`config.mk`:
```
export PLATFORM = sky130hd
export DESIGN_NAME = vga_pattern_gen
export DESIGN_NICKNAME = d
export VERILOG_FILES = /design/src/rtl/vga_pattern_gen.sv
export SDC_FILE = /design/constraint.sdc
export NUM_CORES = 1
export LEC_CHECK = 0
export CAP_MARGIN = 5
export CORE_MARGIN = 1.5
export CORE_UTILIZATION = 59
export DETAILED_ROUTE_END_ITERATION = 16
export GPL_ROUTABILITY_DRIVEN = 1
export HOLD_SLACK_MARGIN = 0.08
export PLACE_DENSITY = 0.86
export SLEW_MARGIN = 0
export SYNTH_ARGS = -nofsm -noshare
export SYNTH_HDL_FRONTEND = slang
export SYNTH_SLANG_ARGS = --single-unit
```
`constraint.sdc`:
```
create_clock -name clk -period 4.6 [get_ports clk]
set_clock_uncertainty 0.15 [all_clocks]
set_input_delay 0.69 -clock clk [delete_from_list [all_inputs] [get_ports clk]]
set_output_delay 0.69 -clock clk [all_outputs]
set_load 0.05 [all_outputs]
```
`src/rtl/vga_pattern_gen.sv`:
```
// vga_pattern_gen: two-stage pixel pipeline rendering colour bars, checkerboard, gradient
// and a bouncing box. Optional white frame border when PATTERN_GEN_BORDER_EN is defined.
module vga_pattern_gen #(
  parameter int H_ACTIVE = 1920,
  parameter int V_ACTIVE = 1080,
  parameter int COLOR_W  = 4,
  parameter int BOX_SIZE = 64
) (
  input  logic               clk,
  input  logic               reset,
  input  logic [11:0]        x_idx,
  input  logic [11:0]        y_idx,
  input  logic               video_enable,
  input  logic               h_sync_in,
  input  logic               v_sync_in,
  input  logic [1:0]         pattern_sel,
  output logic [COLOR_W-1:0] red,
  output logic [COLOR_W-1:0] green,
  output logic [COLOR_W-1:0] blue,
  output logic               h_sync_out,
  output logic               v_sync_out,
  output logic               de_out,
  output logic [15:0]        frame_count
);
  localparam int BAR_W = H_ACTIVE / 8;
  localparam logic [COLOR_W-1:0] FULL     = {COLOR_W{1'b1}};
  localparam logic [COLOR_W-1:0] ZERO     = {COLOR_W{1'b0}};
  localparam logic [COLOR_W-1:0] BLUE_MSB = FULL ^ (FULL >> 1);

  function automatic logic [2:0] bar_rgb(input logic [2:0] bar);
    case (bar)
      3'd0:    bar_rgb = 3'b111;
      3'd1:    bar_rgb = 3'b110;
      3'd2:    bar_rgb = 3'b011;
      3'd3:    bar_rgb = 3'b010;
      3'd4:    bar_rgb = 3'b101;
      3'd5:    bar_rgb = 3'b100;
      3'd6:    bar_rgb = 3'b001;
      default: bar_rgb = 3'b000;
    endcase
  endfunction

  // One bounce step on an axis; returns {dir, pos}, dir 1 meaning increasing.
  function automatic logic [12:0] axis_step(input logic dir, input logic [11:0] pos,
                                            input logic [11:0] lim);
    if (dir) begin
      if (pos == lim) axis_step = {1'b0, pos - 12'd1};
      else            axis_step = {1'b1, pos + 12'd1};
    end else begin
      if (pos == 12'd0) axis_step = {1'b1, 12'd1};
      else              axis_step = {1'b0, pos - 12'd1};
    end
  endfunction

  logic               frame_edge;
  logic [15:0]        frame_count_d, frame_count_q;
  logic [1:0]         pattern_d, pattern_q;
  logic [11:0]        box_x_d, box_x_q, box_y_d, box_y_q;
  logic               dir_x_d, dir_x_q, dir_y_d, dir_y_q;
  logic               de1_d, de1_q, hs1_d, hs1_q, vs1_d, vs1_q;
  logic [2:0]         bar1_d, bar1_q;
  logic               chk1_d, chk1_q, hit1_d, hit1_q;
  logic [COLOR_W-1:0] grad_r1_d, grad_r1_q, grad_g1_d, grad_g1_q;
  logic [COLOR_W-1:0] red_d, red_q, green_d, green_q, blue_d, blue_q;
  logic               de2_d, de2_q, hs2_d, hs2_q, vs2_d, vs2_q;
  logic [2:0]         bar_c;
`ifdef PATTERN_GEN_BORDER_EN
  logic               border1_d, border1_q;
`endif

  // vs1_q doubles as the v_sync history used for falling-edge detection.
  always_comb begin
    frame_edge          = ~v_sync_in & vs1_q;
    frame_count_d       = frame_count_q;
    pattern_d           = pattern_q;
    {dir_x_d, box_x_d}  = {dir_x_q, box_x_q};
    {dir_y_d, box_y_d}  = {dir_y_q, box_y_q};
    if (frame_edge) begin
      frame_count_d      = frame_count_q + 16'd1;
      pattern_d          = pattern_sel;
      {dir_x_d, box_x_d} = axis_step(dir_x_q, box_x_q, 12'(H_ACTIVE - BOX_SIZE));
      {dir_y_d, box_y_d} = axis_step(dir_y_q, box_y_q, 12'(V_ACTIVE - BOX_SIZE));
    end
  end

  always_comb begin
    de1_d  = video_enable & (x_idx < 12'(H_ACTIVE));
    hs1_d  = h_sync_in;
    vs1_d  = v_sync_in;
    bar1_d = 3'd7;
    for (int i = 6; i >= 0; i--) begin
      if (x_idx < 12'((i + 1) * BAR_W)) bar1_d = 3'(i);
    end
    chk1_d = x_idx[6] ^ y_idx[6];
    hit1_d = (x_idx >= box_x_q) && ({1'b0, x_idx} < ({1'b0, box_x_q} + 13'(BOX_SIZE))) &&
             (y_idx >= box_y_q) && ({1'b0, y_idx} < ({1'b0, box_y_q} + 13'(BOX_SIZE)));
    grad_r1_d = x_idx[10 -: COLOR_W];
    grad_g1_d = y_idx[10 -: COLOR_W];
`ifdef PATTERN_GEN_BORDER_EN
    border1_d = (x_idx == 12'd0) || (x_idx == 12'(H_ACTIVE - 1)) ||
                (y_idx == 12'd0) || (y_idx == 12'(V_ACTIVE - 1));
`endif
  end

  always_comb begin
    bar_c   = bar_rgb(bar1_q);
    red_d   = ZERO;
    green_d = ZERO;
    blue_d  = ZERO;
    case (pattern_q)
      2'd0: begin
        red_d   = {COLOR_W{bar_c[2]}};
        green_d = {COLOR_W{bar_c[1]}};
        blue_d  = {COLOR_W{bar_c[0]}};
      end
      2'd1: begin
        red_d   = chk1_q ? FULL : ZERO;
        green_d = chk1_q ? FULL : ZERO;
        blue_d  = chk1_q ? FULL : ZERO;
      end
      2'd2: begin
        red_d   = grad_r1_q;
        green_d = grad_g1_q;
        blue_d  = frame_count_q[COLOR_W-1:0];
      end
      2'd3: begin
        red_d   = hit1_q ? FULL : ZERO;
        green_d = hit1_q ? FULL : ZERO;
        blue_d  = hit1_q ? FULL : BLUE_MSB;
      end
      default: begin
        red_d   = ZERO;
        green_d = ZERO;
        blue_d  = ZERO;
      end
    endcase
`ifdef PATTERN_GEN_BORDER_EN
    if (border1_q) begin
      red_d   = FULL;
      green_d = FULL;
      blue_d  = FULL;
    end
`endif
    if (!de1_q) begin
      red_d   = ZERO;
      green_d = ZERO;
      blue_d  = ZERO;
    end
    de2_d = de1_q;
    hs2_d = hs1_q;
    vs2_d = vs1_q;
  end

  always_ff @(posedge clk or posedge reset) begin
    if (reset) begin
      frame_count_q <= 16'd0;
      pattern_q     <= 2'd0;
      box_x_q       <= 12'd0;
      box_y_q       <= 12'd0;
      dir_x_q       <= 1'b1;
      dir_y_q       <= 1'b1;
      de1_q         <= 1'b0;
      hs1_q         <= 1'b1;
      vs1_q         <= 1'b1;
      bar1_q        <= 3'd0;
      chk1_q        <= 1'b0;
      hit1_q        <= 1'b0;
      grad_r1_q     <= ZERO;
      grad_g1_q     <= ZERO;
      red_q         <= ZERO;
      green_q       <= ZERO;
      blue_q        <= ZERO;
      de2_q         <= 1'b0;
      hs2_q         <= 1'b1;
      vs2_q         <= 1'b1;
`ifdef PATTERN_GEN_BORDER_EN
      border1_q     <= 1'b0;
`endif
    end else begin
      frame_count_q <= frame_count_d;
      pattern_q     <= pattern_d;
      box_x_q       <= box_x_d;
      box_y_q       <= box_y_d;
      dir_x_q       <= dir_x_d;
      dir_y_q       <= dir_y_d;
      de1_q         <= de1_d;
      hs1_q         <= hs1_d;
      vs1_q         <= vs1_d;
      bar1_q        <= bar1_d;
      chk1_q        <= chk1_d;
      hit1_q        <= hit1_d;
      grad_r1_q     <= grad_r1_d;
      grad_g1_q     <= grad_g1_d;
      red_q         <= red_d;
      green_q       <= green_d;
      blue_q        <= blue_d;
      de2_q         <= de2_d;
      hs2_q         <= hs2_d;
      vs2_q         <= vs2_d;
`ifdef PATTERN_GEN_BORDER_EN
      border1_q     <= border1_d;
`endif
    end
  end

  assign red         = red_q;
  assign green       = green_q;
  assign blue        = blue_q;
  assign de_out      = de2_q;
  assign h_sync_out  = hs2_q;
  assign v_sync_out  = vs2_q;
  assign frame_count = frame_count_q;

endmodule
```
==> results of run 1 <==
==> kinds of logic (layout without fill, tap and decap cells) <==
group / Yosys count / count (layout) / synth area share, %
buffers and inverters: 61 / 119 / 5.43
adders and majority gates: 47 / 47 / 11.8
DFF: 75 / 75 / 38.0
and+or+nand+nor: 186 / 186 / 20.7
muxes: 7 / 7 / 1.54
AOI/OAI and AO/OA: 134 / 134 / 17.7
xor gates and xnor gates: 27 / 27 / 4.78
==> through the flow <==
stage | util [%] | std cells
floorplan | - | 537
global route | 71.6 | 700
CTS | 71.6 | 700
detailed placement | 68.5 | 684
finish | 71.6 | 700
global placement | 68.5 | 684
==> placed cells by master (no fill, tap or decap), drive strengths merged, types with 3 or more instances in the layout <==
| cell type | instances |
|---|---|
| buf | 4 |
| nand2b | 6 |
| dfrtp | 69 |
| nand4 | 12 |
| inv | 39 |
| and4 | 4 |
| a211oi | 3 |
| or3 | 3 |
| nor2b | 18 |
| xor2 | 4 |
| a31oi | 5 |
| dfstp | 6 |
| a21o | 3 |
| nor2 | 28 |
| or4 | 10 |
| nor4 | 11 |
| nand2 | 42 |
| nand3 | 20 |
| clkdlybuf4s50 | 61 |
| o41ai | 3 |
| mux2 | 5 |
| a22oi | 3 |
| a21oi | 25 |
| o21ai | 47 |
| o22ai | 3 |
| and3 | 7 |
| xnor2 | 23 |
| a21boi | 11 |
| nor3 | 10 |
| o31ai | 6 |
| bufinv | 3 |
| a32oi | 3 |
| ha | 46 |
| clkbuf | 11 |
==> power groups by stage <==
stage               Sequential, mW  Combinational, mW  Clock [mW]
floorplan                     1.02              0.715           0
global placement             0.996              0.969           0
detailed placement            1.01               1.02           0
CTS                          0.998               1.03       0.656
global route                  1.03               1.16       0.685
finish                        1.01               1.04       0.650
==> per-layer routing <==
metal,track usage [%],part of all wire [%],vias to the layer above
li1,-,-,2057
met1,36.8,43,2046
met2,45.2,49,173
met3,4.75,6.3,24
met4,8.33,1.6,0
met5,0,0,-
==> area by class of cell <==
| type | count | area [um^2] |
|---|---|---|
| clock buffers | 11 | 151 |
| clock inverters | 5 | 108 |
| fillers | 600 | 2320 |
| inverters | 38 | 143 |
| multi-input cells | 401 | 2800 |
| flip-flops and latches | 75 | 1880 |
| well taps | 105 | 131 |
| repair buffers | 65 | 641 |
==> state kept, by name (all words and copies together) (netlist names), 2 cells and up <==
signal	cells
bar1_q	3
blue	4
box_x_q	12
box_y_q	12
frame_count	16
grad_g1_q	4
grad_r1_q	4
green	4
pattern_q	2
red	4
==> path summary, 6_finish.rpt <==
check	start	cells past startpoint	endpoint	slack, ps
worst max-delay path	box_x_q[8]	8	hit1_q	1660
worst max register to register	box_x_q[8]	8	hit1_q	1660
max in group asynchronous	reset	3	blue[2]	2730
min in group asynchronous	reset	2	frame_count[6]	550
worst min register to register	hs1_q	0	h_sync_out	210
worst min-delay path	hs1_q	0	h_sync_out	210
==> metrics.txt, run 1 <==
Slowest Stage Delay on Critical Path=620 ps; power density normalized to cell area=460 mW/mm^2; Netlist cell types=70; initial antenna violation count=0; Comb pwr share=38.5%; number of flops mapped to enable cells by yosys=0; routability congestion estimate from global placement=1.05; root buffer cell=clkbuf_8; fraction of final layout cells with drive strength greater than 1=6.72%; ordered list of cells on the worst path=nand3_1 -> nor3_1 -> xnor2_1 -> ha_1 -> a21oi_1 -> nand2_1 -> o41a_1 -> nor4_1; vias in the first global route=4018; n_diodes=0; kind of cell with the highest combined delay on the critical path=simple AND/OR/NAND/NOR gates; most frequently used flop master after synthesis=dfrtp_1; async set or reset register ratio after synthesis=100%; Initial DRC Count=294; sequential cell area fraction in the yosys report=38.0%; PnR worst setup slack=1660 ps; net total in the final layout=667; library cell with the highest instance count after synthesis=dfrtp_1; Sw Ratio=40.2%; hold violation total from the final report=0; reported max-cap violation count=0; num rows=33; GRT Residual Overflow=0; clock-pin slew on the worst setup and hold paths=80 ps; netlist area before placement=0.00495 mm^2; buffers from clock root to sink, at most=2; measured slew at the worst slew-check pin=1130 ps; minimum clock period after layout=2940 ps; Critical Path Slowest Stage Cell=dfrtp_1; number of buffers created by CTS=9; GRT Util Overall=27.4%; unrepaired setup endpoints after global routing=false; element type at the critical path end=register; number of nets in the synthesized netlist=614; area of the placeable core=0.00818 mm^2; die footprint=0.00895 mm^2; internal power=1.61 mW; pre-CTS setup slack=1600 ps; layout overhead on the synthesized area=18.3%; required time at the endpoint of the critical path=4710 ps; largest net degree at the start of global routing=51; proportion of power drawn by flip-flops and latches=37.4%; worst-path maximum fanout=10; remaining max-slew budget at the tightest pin=23.9%; Die Span X=94.6 um; Leakage=2.46 nW; most used standard cells in the synthesized netlist=69 x dfrtp_1, 46 x ha_1, 45 x o21ai_0; average routed wire per standard cell=16.5 um; average size of a mapped cell=9.22 um^2; Crit Path Class=register to register; num ports=62; clock tree from TritonCTS=built; floorplan die height=94.6 um; accumulated negative setup slack=0 ps; cell types with the largest area share after synthesis=dfrtp_1 35%, ha_1 12%, o21ai_0 4.5%; fraction of the cycle the final worst path needs=63.8%; WHS=208 ps; detailed-route via count=4300; area share of the largest cell type after synthesis=34.9%; Design Area, Final=0.00586 mm^2; Hold Path Class=register to register; cells after synthesis=537; post-synthesis cell type with the largest combined area=dfrtp_1; post-DR vias/cell=6.14; Routed WL=11.6 mm; post-route total power=2.70 mW; drc violations=0; Data arrival, critical path=3050 ps; fmax=0.341 GHz; hold-fix buffers at CTS=0; number of buffers and inverters on the critical path=0; Post-CTS Repair Setup Buffers=0; Synth Register Bits=75; Final Setup Violations=0; clock latency on the worst-skew pair=360 ps; Worst setup SP type=register; total placed instance area=0.00560 mm^2; Synth Warn #=0; DR pass1 iterations=5; deepest level of the CTS H-tree=3; first-pass GRT wire length=19.3 mm; count of final max-slew check failures=0; count of instances resized after the clock tree is built=0; initial core utilization=60.6%; clock sinks=75; result of the run=completed; number of nets with antenna violations after routing=0; portion of total power attributed to the clock network=24.1%; Switching Power=1.08 mW; IR drop worst, VDD=0.271 mV; DP HPWL=8.46 mm; count of port buffers added during placement=61
Power figures use the tool's default switching activity.
==> inputs of run 2 (changes only) <==
--- a/config.mk
+++ b/config.mk
@@ -7,11 +7,11 @@
 export LEC_CHECK = 0
 export CAP_MARGIN = 5
 export CORE_MARGIN = 1.5
-export CORE_UTILIZATION = 59
+export CORE_UTILIZATION = 56
 export DETAILED_ROUTE_END_ITERATION = 16
 export GPL_ROUTABILITY_DRIVEN = 1
 export HOLD_SLACK_MARGIN = 0.08
-export PLACE_DENSITY = 0.86
+export PLACE_DENSITY = 0.82
 export SLEW_MARGIN = 0
 export SYNTH_ARGS = -nofsm -noshare
 export SYNTH_HDL_FRONTEND = slang
==> constraint.sdc (replaced) <==
create_clock -name clk -period 2.8 [get_ports clk]
set_clock_uncertainty 0.15 [all_clocks]
set_input_delay 0.42 -clock clk [delete_from_list [all_inputs] [get_ports clk]]
set_output_delay 0.42 -clock clk [all_outputs]
set_load 0.05 [all_outputs]
==> metrics.txt, run 2 (same netlist as run 1, synthesis figures left out) <==
fraction of the cycle the final worst path needs=93.8% (+30 points); deepest level of the CTS H-tree=3 (unchanged); minimum clock period after layout=2630 ps (-310 ps); busiest layer in global routing=met2; Hold Path Depth=0 (unchanged); clock tree from TritonCTS=built; routability congestion estimate from global placement=0.932 (-11%); count of port buffers added during placement=61 (unchanged); num ports=62 (unchanged); average routed wire per standard cell=15.8 um (-4.3%); required time at the endpoint of the critical path=2890 ps (-1820 ps); number of buffers created by CTS=9 (unchanged); net total in the final layout=684 (+2.5%); met3 demand-to-capacity share in global routing=4.12% (-0.63 points); r2r endpoint=box_x_q[9]; power density normalized to cell area=739 mW/mm^2 (+61%); GRT Util Overall=24.7% (-2.8 points); buffers from clock root to sink, at most=2 (unchanged); crit path from=box_x_q[6]; Post-CTS Repair Setup Buffers=0 (unchanged); Initial DRC Count=263 (-11%); count of final max-slew check failures=0 (unchanged); DP HPWL=8.45 mm (-0.17%); unrepaired setup endpoints after global routing=false; logic depth of the worst register-to-register path=8 (unchanged); first-pass GRT wire length=19.3 mm (+0.25%); area of the placeable core=0.00864 mm^2 (+5.6%); multi-input combinational cell area=0.00281 mm^2 (+0.22%); floorplan die height=97.0 um (+2.6%); met1 usage in global routing=34.2% (-2.6 points); Final Setup Violations=0 (unchanged); number of buffers and inverters on the critical path=2 (+2); ordered list of cells on the worst path=inv_1 -> ha_1 -> or4b_1 -> nor4_1 -> buf_4 -> nor2_1 -> a32oi_1 -> nand2_1; register area=0.00189 mm^2 (about the same); clock sinks=75 (unchanged); Crit Path Class=register to register; element type at the critical path end=register; detailed-route via count=4335 (+0.81%); worst-case register-to-register setup slack=170 ps (-1490 ps); drc violations=0 (unchanged); fmax=0.381 GHz (+12%); count of instances resized after the clock tree is built=0 (unchanged); Routed WL=11.4 mm (-1.6%); highest-count cells in the layout ignoring fill and taps=68 x dfrtp_1, 61 x clkdlybuf4s50_1, 46 x ha_1, 45 x o21ai_0, 42 x nand2_1; largest net degree at the start of global routing=76 (+49%); vias in the first global route=4097 (+2.0%); final core area utilization=69.4% (-2.3 points); Data arrival, critical path=2710 ps (-340 ps); hold violation total from the final report=0 (unchanged); layout overhead on the synthesized area=20.9%; number of nets with antenna violations after routing=0 (unchanged); remaining max-slew budget at the tightest pin=51.4% (+27 points); fraction of final layout cells with drive strength greater than 1=9.48% (+2.8 points); Global Route met2 Usage=39.5% (-5.7 points); worst-path maximum fanout=11 (+1); Worst R2R Start=box_x_q[6]; n_diodes=0 (unchanged); initial core utilization=57.3% (-3.2 points); accumulated negative setup slack=0 ps (unchanged); die footprint=0.00942 mm^2 (+5.2%); max FFs per register=16 (unchanged); Design Area, Final=0.00599 mm^2 (+2.3%); endpoint of the worst setup timing path=box_x_q[9]; measured slew at the worst slew-check pin=722 ps (-407 ps); IR drop worst, VDD=0.374 mV (+38%); Die Span X=97.0 um (+2.6%); Worst setup SP type=register; root buffer cell=clkbuf_8; Slowest Stage Delay on Critical Path=500 ps (-120 ps); kind of cell with the highest combined delay on the critical path=simple AND/OR/NAND/NOR gates; GRT Residual Overflow=0 (unchanged); clock-pin slew on the worst setup and hold paths=90 ps (about the same); result of the run=completed; Critical Path Slowest Stage Cell=dfrtp_1; num rows=34 (+3.0%); Hold Path Class=register to register; post-DR vias/cell=6.02 (-2.0%); hold-fix buffers at CTS=0 (unchanged); cell count along the critical path=8 (unchanged); Leakage=2.54 nW (+3.2%); total placed instance area=0.00574 mm^2 (+2.6%); clock latency on the worst-skew pair=350 ps (about the same); initial antenna violation count=0 (unchanged); DR pass1 iterations=4 (-1); Layout fillers=668 (+11%); reported max-cap violation count=0 (unchanged); most common cell after layout, fill and taps aside=dfrtp_1
[run 2: cell count changes in the layout (fill, tap and decap cells not counted)]
cell       before  now
clkbuf_1        0    1
buf_12          0    1
a2111oi_0       2    1
dfrtp_2         0    1
clkinv_2        0    1
clkbuf_8       11    9
dfrtp_1        69   68
buf_4           4   20
a2111oi_2       0    1
[run 2: how the worst min path moves through the flow]
stage                  to  startpoint  slack (ps)
5_1_grt        h_sync_out       hs1_q         210
6_report       h_sync_out       hs1_q         210
3_3_place_gp   h_sync_out       hs1_q         200
3_5_place_dp   h_sync_out       hs1_q         200
2_1_floorplan  h_sync_out       hs1_q         200
4_1_cts        h_sync_out       hs1_q         210
[run 2: metrics by stage]
stage	hold WS (ps)	setup WS, ps	power, mW	instances
after floorplan	195	300	2.84	537
after global placement	197	294	3.31	704
after detailed placement	199	213	3.38	704
after CTS	210	155	4.42	720
after global routing	210	15.9	4.74	720
final	209	175	4.43	720
[run 2: routing by layer]
metal  wire length (um)  share of wire (%)  vias up
li1                   -                  -     2094
met1               5300                 47     2059
met2               5260                 46      168
met3                670                5.9       14
met4                151                1.3        0
met5                  0                  0        -
[run 2: final cells by class]
class                   count  area share, %
clock inverters             6           1.88
well taps                 108           2.26
repair buffers             82           13.0
flip-flops and latches     75           31.5
inverters                  38           2.38
multi-input cells         401           46.8
clock buffers              10           2.13
[run 2: power breakdown]
group	switching, mW	internal, mW	leakage (nW)
combinational	1.05	0.768	1.49
sequential	0.316	1.28	0.935
clock	0.420	0.596	0.121
